File: src/rtl/eaglesong_nonce_scheduler_pkg.sv
// Shared types and sizes for the Eaglesong nonce scheduler.
package eaglesong_sched_pkg;

  localparam int unsigned MSG_LEN_BYTES = 32;
  localparam int unsigned HEADER_BYTES  = 24;
  localparam int unsigned NONCE_W       = 64;
  localparam int unsigned HEADER_W      = HEADER_BYTES * 8;
  localparam int unsigned MSG_W         = MSG_LEN_BYTES * 8;

  typedef enum logic [2:0] {
    ST_IDLE   = 3'd0,
    ST_ISSUE  = 3'd1,
    ST_WAIT   = 3'd2,
    ST_CHECK  = 3'd3,
    ST_REPORT = 3'd4,
    ST_DRAIN  = 3'd5
  } sched_state_t;

endpackage

File: src/rtl/eaglesong_nonce_scheduler_target_cmp.sv
// Combinational 256-bit unsigned less-than between a digest and the job target.
module eaglesong_target_cmp
  import eaglesong_sched_pkg::*;
(
  input  logic [MSG_W-1:0] digest,
  input  logic [MSG_W-1:0] target,
  output logic             hit
);

  always_comb begin
    hit = (digest < target);
  end

endmodule

File: src/rtl/eaglesong_nonce_scheduler.sv
// Sequences one Eaglesong digest core across a nonce range and reports digests below target.
module eaglesong_nonce_scheduler
  import eaglesong_sched_pkg::*;
#(
  parameter int unsigned TIMEOUT_CYCLES = 120
) (
  input  logic                clk,
  input  logic                rst,
  input  logic                job_valid,
  output logic                job_ready,
  input  logic [HEADER_W-1:0] job_header,
  input  logic [NONCE_W-1:0]  job_nonce_start,
  input  logic [31:0]         job_nonce_count,
  input  logic [MSG_W-1:0]    job_target,
  input  logic                abort,
  output logic [MSG_W-1:0]    core_input_val,
  output logic [6:0]          core_input_length_bytes,
  output logic                core_start_eval,
  input  logic [MSG_W-1:0]    core_output_val,
  input  logic                core_eval_output_ready,
  output logic                res_valid,
  input  logic                res_ready,
  output logic [NONCE_W-1:0]  res_nonce,
  output logic [MSG_W-1:0]    res_hash,
  output logic                busy,
  output logic                done,
  output logic                timeout_err,
  output logic [31:0]         hashes_done
);

  localparam int unsigned TCNT_W = $clog2(TIMEOUT_CYCLES + 1);

  sched_state_t        state_q, state_d;
  logic [HEADER_W-1:0] header_q, header_d;
  logic [NONCE_W-1:0]  nonce_q, nonce_d;
  logic [31:0]         remaining_q, remaining_d;
  logic [MSG_W-1:0]    target_q, target_d;
  logic [TCNT_W-1:0]   tmo_cnt_q, tmo_cnt_d;
  logic                rdy_prev_q, rdy_prev_d;
  logic                res_valid_q, res_valid_d;
  logic [NONCE_W-1:0]  res_nonce_q, res_nonce_d;
  logic [MSG_W-1:0]    res_hash_q, res_hash_d;
  logic                done_q, done_d;
  logic                timeout_err_q, timeout_err_d;
  logic [31:0]         hashes_done_q, hashes_done_d;

  logic hit;
  logic ready_rise;
  logic tmo_last;
  logic advance;

  eaglesong_target_cmp u_target_cmp (
    .digest (core_output_val),
    .target (target_q),
    .hit    (hit)
  );

  always_comb begin
    state_d       = state_q;
    header_d      = header_q;
    nonce_d       = nonce_q;
    remaining_d   = remaining_q;
    target_d      = target_q;
    tmo_cnt_d     = tmo_cnt_q;
    rdy_prev_d    = core_eval_output_ready;
    res_valid_d   = res_valid_q;
    res_nonce_d   = res_nonce_q;
    res_hash_d    = res_hash_q;
    done_d        = 1'b0;
    timeout_err_d = 1'b0;
    hashes_done_d = hashes_done_q;
    advance       = 1'b0;
    ready_rise    = core_eval_output_ready && !rdy_prev_q;
    tmo_last      = (tmo_cnt_q == TCNT_W'(TIMEOUT_CYCLES - 1));

    case (state_q)
      ST_IDLE: begin
        if (job_valid) begin
          header_d      = job_header;
          nonce_d       = job_nonce_start;
          remaining_d   = job_nonce_count;
          target_d      = job_target;
          hashes_done_d = '0;
          if (job_nonce_count == '0) begin
            done_d = 1'b1;
          end else begin
            state_d = ST_ISSUE;
          end
        end
      end
      ST_ISSUE: begin
        tmo_cnt_d = '0;
        state_d   = ST_WAIT;
      end
      ST_WAIT: begin
        // A ready edge arriving on the last allowed cycle still counts as a result.
        if (ready_rise) begin
          state_d = ST_CHECK;
        end else if (tmo_last) begin
          timeout_err_d = 1'b1;
          state_d       = ST_IDLE;
        end else begin
          tmo_cnt_d = tmo_cnt_q + 1'b1;
        end
      end
      ST_CHECK: begin
        if (hashes_done_q != '1) begin
          hashes_done_d = hashes_done_q + 1'b1;
        end
        if (hit) begin
          res_valid_d = 1'b1;
          res_nonce_d = nonce_q;
          res_hash_d  = core_output_val;
          state_d     = ST_REPORT;
        end else begin
          advance = 1'b1;
        end
      end
      ST_REPORT: begin
        if (res_ready) begin
          res_valid_d = 1'b0;
          advance     = 1'b1;
        end
      end
      ST_DRAIN: begin
        if (ready_rise || tmo_last) begin
          state_d = ST_IDLE;
        end else begin
          tmo_cnt_d = tmo_cnt_q + 1'b1;
        end
      end
      default: state_d = ST_IDLE;
    endcase

    if (advance) begin
      if (remaining_q == 32'd1) begin
        remaining_d = '0;
        done_d      = 1'b1;
        state_d     = ST_IDLE;
      end else begin
        remaining_d = remaining_q - 1'b1;
        nonce_d     = nonce_q + 1'b1;
        state_d     = ST_ISSUE;
      end
    end

    // Abort overrides the case above; a core still hashing must be drained first
    // so its late digest is not credited to the next job.
    if (abort && (state_q != ST_IDLE)) begin
      state_d       = ((state_q == ST_WAIT) && !ready_rise) ? ST_DRAIN : ST_IDLE;
      done_d        = 1'b0;
      timeout_err_d = 1'b0;
      res_valid_d   = 1'b0;
    end
  end

  always_ff @(posedge clk) begin
    if (rst) begin
      state_q       <= ST_IDLE;
      header_q      <= '0;
      nonce_q       <= '0;
      remaining_q   <= '0;
      target_q      <= '0;
      tmo_cnt_q     <= '0;
      rdy_prev_q    <= 1'b0;
      res_valid_q   <= 1'b0;
      res_nonce_q   <= '0;
      res_hash_q    <= '0;
      done_q        <= 1'b0;
      timeout_err_q <= 1'b0;
      hashes_done_q <= '0;
    end else begin
      state_q       <= state_d;
      header_q      <= header_d;
      nonce_q       <= nonce_d;
      remaining_q   <= remaining_d;
      target_q      <= target_d;
      tmo_cnt_q     <= tmo_cnt_d;
      rdy_prev_q    <= rdy_prev_d;
      res_valid_q   <= res_valid_d;
      res_nonce_q   <= res_nonce_d;
      res_hash_q    <= res_hash_d;
      done_q        <= done_d;
      timeout_err_q <= timeout_err_d;
      hashes_done_q <= hashes_done_d;
    end
  end

  always_comb begin
    busy                    = (state_q != ST_IDLE);
    job_ready               = (state_q == ST_IDLE) && !rst;
    core_start_eval         = (state_q == ST_ISSUE);
    core_input_val          = {nonce_q, header_q};
    core_input_length_bytes = busy ? 7'(MSG_LEN_BYTES) : '0;
    res_valid               = res_valid_q;
    res_nonce               = res_nonce_q;
    res_hash                = res_hash_q;
    done                    = done_q;
    timeout_err             = timeout_err_q;
    hashes_done             = hashes_done_q;
  end

endmodule

File: config.mk
export PLATFORM = sky130hd
export DESIGN_NAME = eaglesong_nonce_scheduler
export DESIGN_NICKNAME = d
export VERILOG_FILES = /design/src/rtl/eaglesong_nonce_scheduler_pkg.sv /design/src/rtl/eaglesong_nonce_scheduler_target_cmp.sv /design/src/rtl/eaglesong_nonce_scheduler.sv
export SDC_FILE = /design/constraint.sdc
export NUM_CORES = 2
export LEC_CHECK = 0
export BUFFER_PORTS_ARGS = -buffer_cell sky130_fd_sc_hd__buf_2
export CORE_AREA = 2 2 557 559
export CTS_CLUSTER_SIZE = 10
export DETAILED_ROUTE_END_ITERATION = 6
export DIE_AREA = 0 0 559 561
export PLACE_DENSITY_LB_ADDON = 0.08
export SYNTH_ARGS = -nofsm -noshare
export SYNTH_HDL_FRONTEND = slang
export SYNTH_SLANG_ARGS = --single-unit
File: constraint.sdc
create_clock -name clk -period 4.7 [get_ports clk]
set_input_delay 0.94 -clock clk [delete_from_list [all_inputs] [get_ports clk]]
set_output_delay 0.94 -clock clk [all_outputs]
set_load 0.02 [all_outputs]
==> results.sh <==
export IMPL_synth_top_family_by_area="simple AND/OR/NAND/NOR gates"
export IMPL_maxSlewHeadroom_pct=28.2
export IMPL_crit_chain="inv_1, ha_1, a2111o_1, buf_6, a32oi_2, o211ai_1, a2111oi_4, o22ai_2, or4_4, buf_4, or2_4, buf_4, buf_12, buf_12, nand2_1, a21oi_1"
export IMPL_cts_root_buffer="clkbuf_16"
export IMPL_ys_warn_count=0
export IMPL_reg2reg_setup_slack_ps=260
export IMPL_r2r_cells=16
export IMPL_ir_worst_vdd_uv=232
export IMPL_coreArea_um2=308000
export IMPL_clk_latency_ps=800
export IMPL_clkTransAtPathRegs_ps=50
export IMPL_cp_num_buf_inv=6
export IMPL_critPathSlowestCell="a2111oi_4"
export IMPL_crit_family="compound AO/OA/AOI/OAI gates"
export IMPL_r2r_start="target_q[1]$_SDFFE_PP0P_"
export IMPL_synth_edf_count=0
export IMPL_yosys_area_share_simple_pct=23.5
export IMPL_die_y_um=561
export IMPL_min_to="header_q[177]$_SDFFE_PP0P_"
export IMPL_critical_path_max_stage_delay_ps=660
export IMPL_dieArea_um2=314000
export IMPL_worst_slack_ps=257
export IMPL_synth_ff_type="dfxtp_1"
export IMPL_yosys_register_bits=910
export IMPL_gp_congestion=0.803
export IMPL_grt_max_degree=141
export IMPL_ys_seq_area_share_pct=43.8
export IMPL_netlist_area_um2=41600
export IMPL_firstDrtPassIters=5
export IMPL_drc=0
export IMPL_chipWidth_um=559
export IMPL_htree_levels=4
export IMPL_cap_violations=0
export IMPL_holdCritStartpoint="job_header[177]"
export IMPL_gr_total_overflow=0
export IMPL_grt_pass1_vias=45261
export IMPL_reg2reg_to="res_hash[26]$_SDFFE_PP0P_"
export IMPL_cts_tree="built"
export IMPL_num_vias=44940
export IMPL_crit_required_ps=5320
export IMPL_final_setup_tns_ps=0
export IMPL_viasPerCell=3.97
export IMPL_clock_skew_ps=40.7
export IMPL_first_iter_violations=2281
export IMPL_synth_top_area_share_pct=43.8
export IMPL_clock_path_buffers=4
export IMPL_syn_avg_cell_area_um2=7.60
export IMPL_yosys_top_cells_count="nand2_1 (1779), a21oi_1 (936), dfxtp_1 (910)"
export IMPL_synthToLayoutAreaGrowth_pct=45.5
export IMPL_synthAdderAreaFrac_pct=7.82
export IMPL_hold_class="in2reg"
export IMPL_arrival_ps=5060
export IMPL_min_period_over_period_pct=94.5
export IMPL_whs_ps=377
export IMPL_nets=8128
export IMPL_place_ws_ps=-1570
export IMPL_ys_async_sr_fraction_pct=0
export IMPL_grt_pass1_wl_mm=364
export IMPL_yosys_top_cells_area="dfxtp_1 (44%), nand2_1 (16%), a21oi_1 (11%)"
export IMPL_power_w=0.0301
export IMPL_drv_slew=0
export IMPL_dpl_hpwl_mm=210
export IMPL_initial_utilization_pct=13.5
export IMPL_crit_type="reg2reg"
export IMPL_cts_hold_buffers_added=0
export IMPL_rsz0062_at_grt="no"
export IMPL_ioPinCount=1427
export IMPL_wl_per_cell_um=23.4
export IMPL_core_rowCount=204
export IMPL_ys_types=75
export IMPL_layout_drive_gt1_share_pct=28.7
export IMPL_setup_violations=0
export IMPL_critPathCaptureType="flop"
export IMPL_antenna_found_initial=180
export IMPL_synthMostInstantiatedCell="nand2_1"
export IMPL_synth_compound_area_share_pct=16.8
export IMPL_period_needed_ps=4440
export IMPL_numCtsBuffers=140
export IMPL_muxShareOfSynthArea_pct=0.0963
export IMPL_drtAntennaViolNets=0
export IMPL_cp_max_fo=24
export IMPL_p_leak_nw=25.0
export IMPL_power_density_nw_per_um2=497
export IMPL_tightest_slew_ps=1080
export IMPL_status="completed"
export IMPL_yosys_area_top_type="dfxtp_1"
export IMPL_cts_sinks=910
export IMPL_hold_viol=0
export IMPL_routed_wl_mm=266
export IMPL_track_usage_pct=16.2
export IMPL_io_buffers=1420
export IMPL_hold_depth=3
export IMPL_synth_xor_area_share_pct=1.18
export IMPL_syn_inst=5469
export IMPL_timing_fmax_mhz=225
export IMPL_startpoint_type="flop"
[registers in the layout, summed over array words and instances (netlist names)]
signal       flops
res_hash       256
nonce_q         64
done             1
state_q          3
res_valid        1
remaining_q     32
timeout_err      1
hashes_done     32
res_nonce       64
header_q       192
tmo_cnt_q        7
target_q       256
rdy_prev_q       1
[where the power goes]
group,switching (W),total (W),internal [W]
clock,0.00433,0.0109,0.00662
combinational,0.00634,0.00951,0.00317
sequential,0.000798,0.00962,0.00882
total,0.0115,0.0301,0.0186
[layout by cell type, fill, tap and decap left out, types with 40 or more instances in the layout]
cell type / count
dfxtp_1: 910
buf_2: 1419
clkbuf_16: 146
diode_2: 48
buf_4: 331
a21oi_1: 936
nor3_1: 59
nor2_1: 117
o21ai_0: 103
ha_1: 260
a31oi_1: 61
nand3_1: 101
buf_12: 40
nand4_1: 82
nand2_1: 1778
inv_1: 283
and3_1: 47
[worst register-to-register path, cell delays in order (launching register included)]
cell       delay (ps)
dfxtp_1           330
inv_1              50
ha_1              260
a2111o_1          380
buf_6             160
a32oi_2           240
o211ai_1          340
a2111oi_4         660
o22ai_2           140
or4_4             590
buf_4             190
or2_4             260
buf_4             170
buf_12            160
buf_12            180
nand2_1           100
a21oi_1            60
[metrics by stage]
| step | cell area [um2] | utilization (%) | instances |
|---|---|---|---|
| after detailed placement | 55500 | 18.1 | 11034 |
| after floorplan | 41600 | - | 5474 |
| after CTS | 60300 | 19.6 | 11277 |
| after global routing | 60400 | 19.6 | 11294 |
| final | 60500 | 19.7 | 11327 |
| after global placement | 55500 | 18.1 | 11034 |
[kinds of logic after synthesis]
logic type      count (synthesis)
fa+ha+maj                     260
flops                         910
xor+xnor                       56
compound gates               1256
other cells                     1
simple gates                 2341
mux                             4
buf+inv                       641
[per-layer routing]
| layer | vias to the layer above | track usage [%] | part of all wire [%] |
|---|---|---|---|
| met4 | 68 | 4.19 | 2.6 |
| met5 | - | 0 | 0.16 |
| li1 | 21633 | - | - |
| met3 | 454 | 5.31 | 7.7 |
| met2 | 1473 | 28.2 | 48 |
| met1 | 21312 | 19.0 | 41 |
[how the worst max path moves through the flow]
stage	startpoint	endpoint	depth (start not counted)
global placement	core_output_val[1]	res_hash[181]$_SDFFE_PP0P_	15
finish	target_q[1]$_SDFFE_PP0P_	res_hash[26]$_SDFFE_PP0P_	16
detailed placement	core_output_val[1]	res_hash[181]$_SDFFE_PP0P_	15
CTS	target_q[1]$_SDFFE_PP0P_	res_nonce[46]$_SDFFE_PP0P_	16
floorplan	core_output_val[101]	res_hash[100]$_SDFFE_PP0P_	15
global route	target_q[1]$_SDFFE_PP0P_	res_hash[76]$_SDFFE_PP0P_	16
[final cells by class]
cell class / instances / area (um2)
clock inverters: 36 / 479
flip-flops and latches: 910 / 18200
clock buffers: 203 / 4160
fillers: 35177 / 247000
repair buffers: 1803 / 10600
diodes: 48 / 120
multi-input cells: 3923 / 20700
well taps: 4120 / 5150
inverters: 284 / 1070
[timing repair]
item	in CTS	in global routing
endpoints found under the setup margin	420	319
pin swaps	4	4
buffers inserted	4	0
endpoints found under the hold margin	0	0
resized for setup	6	13
cloned	0	2
(Power assumes the default switching activity.)
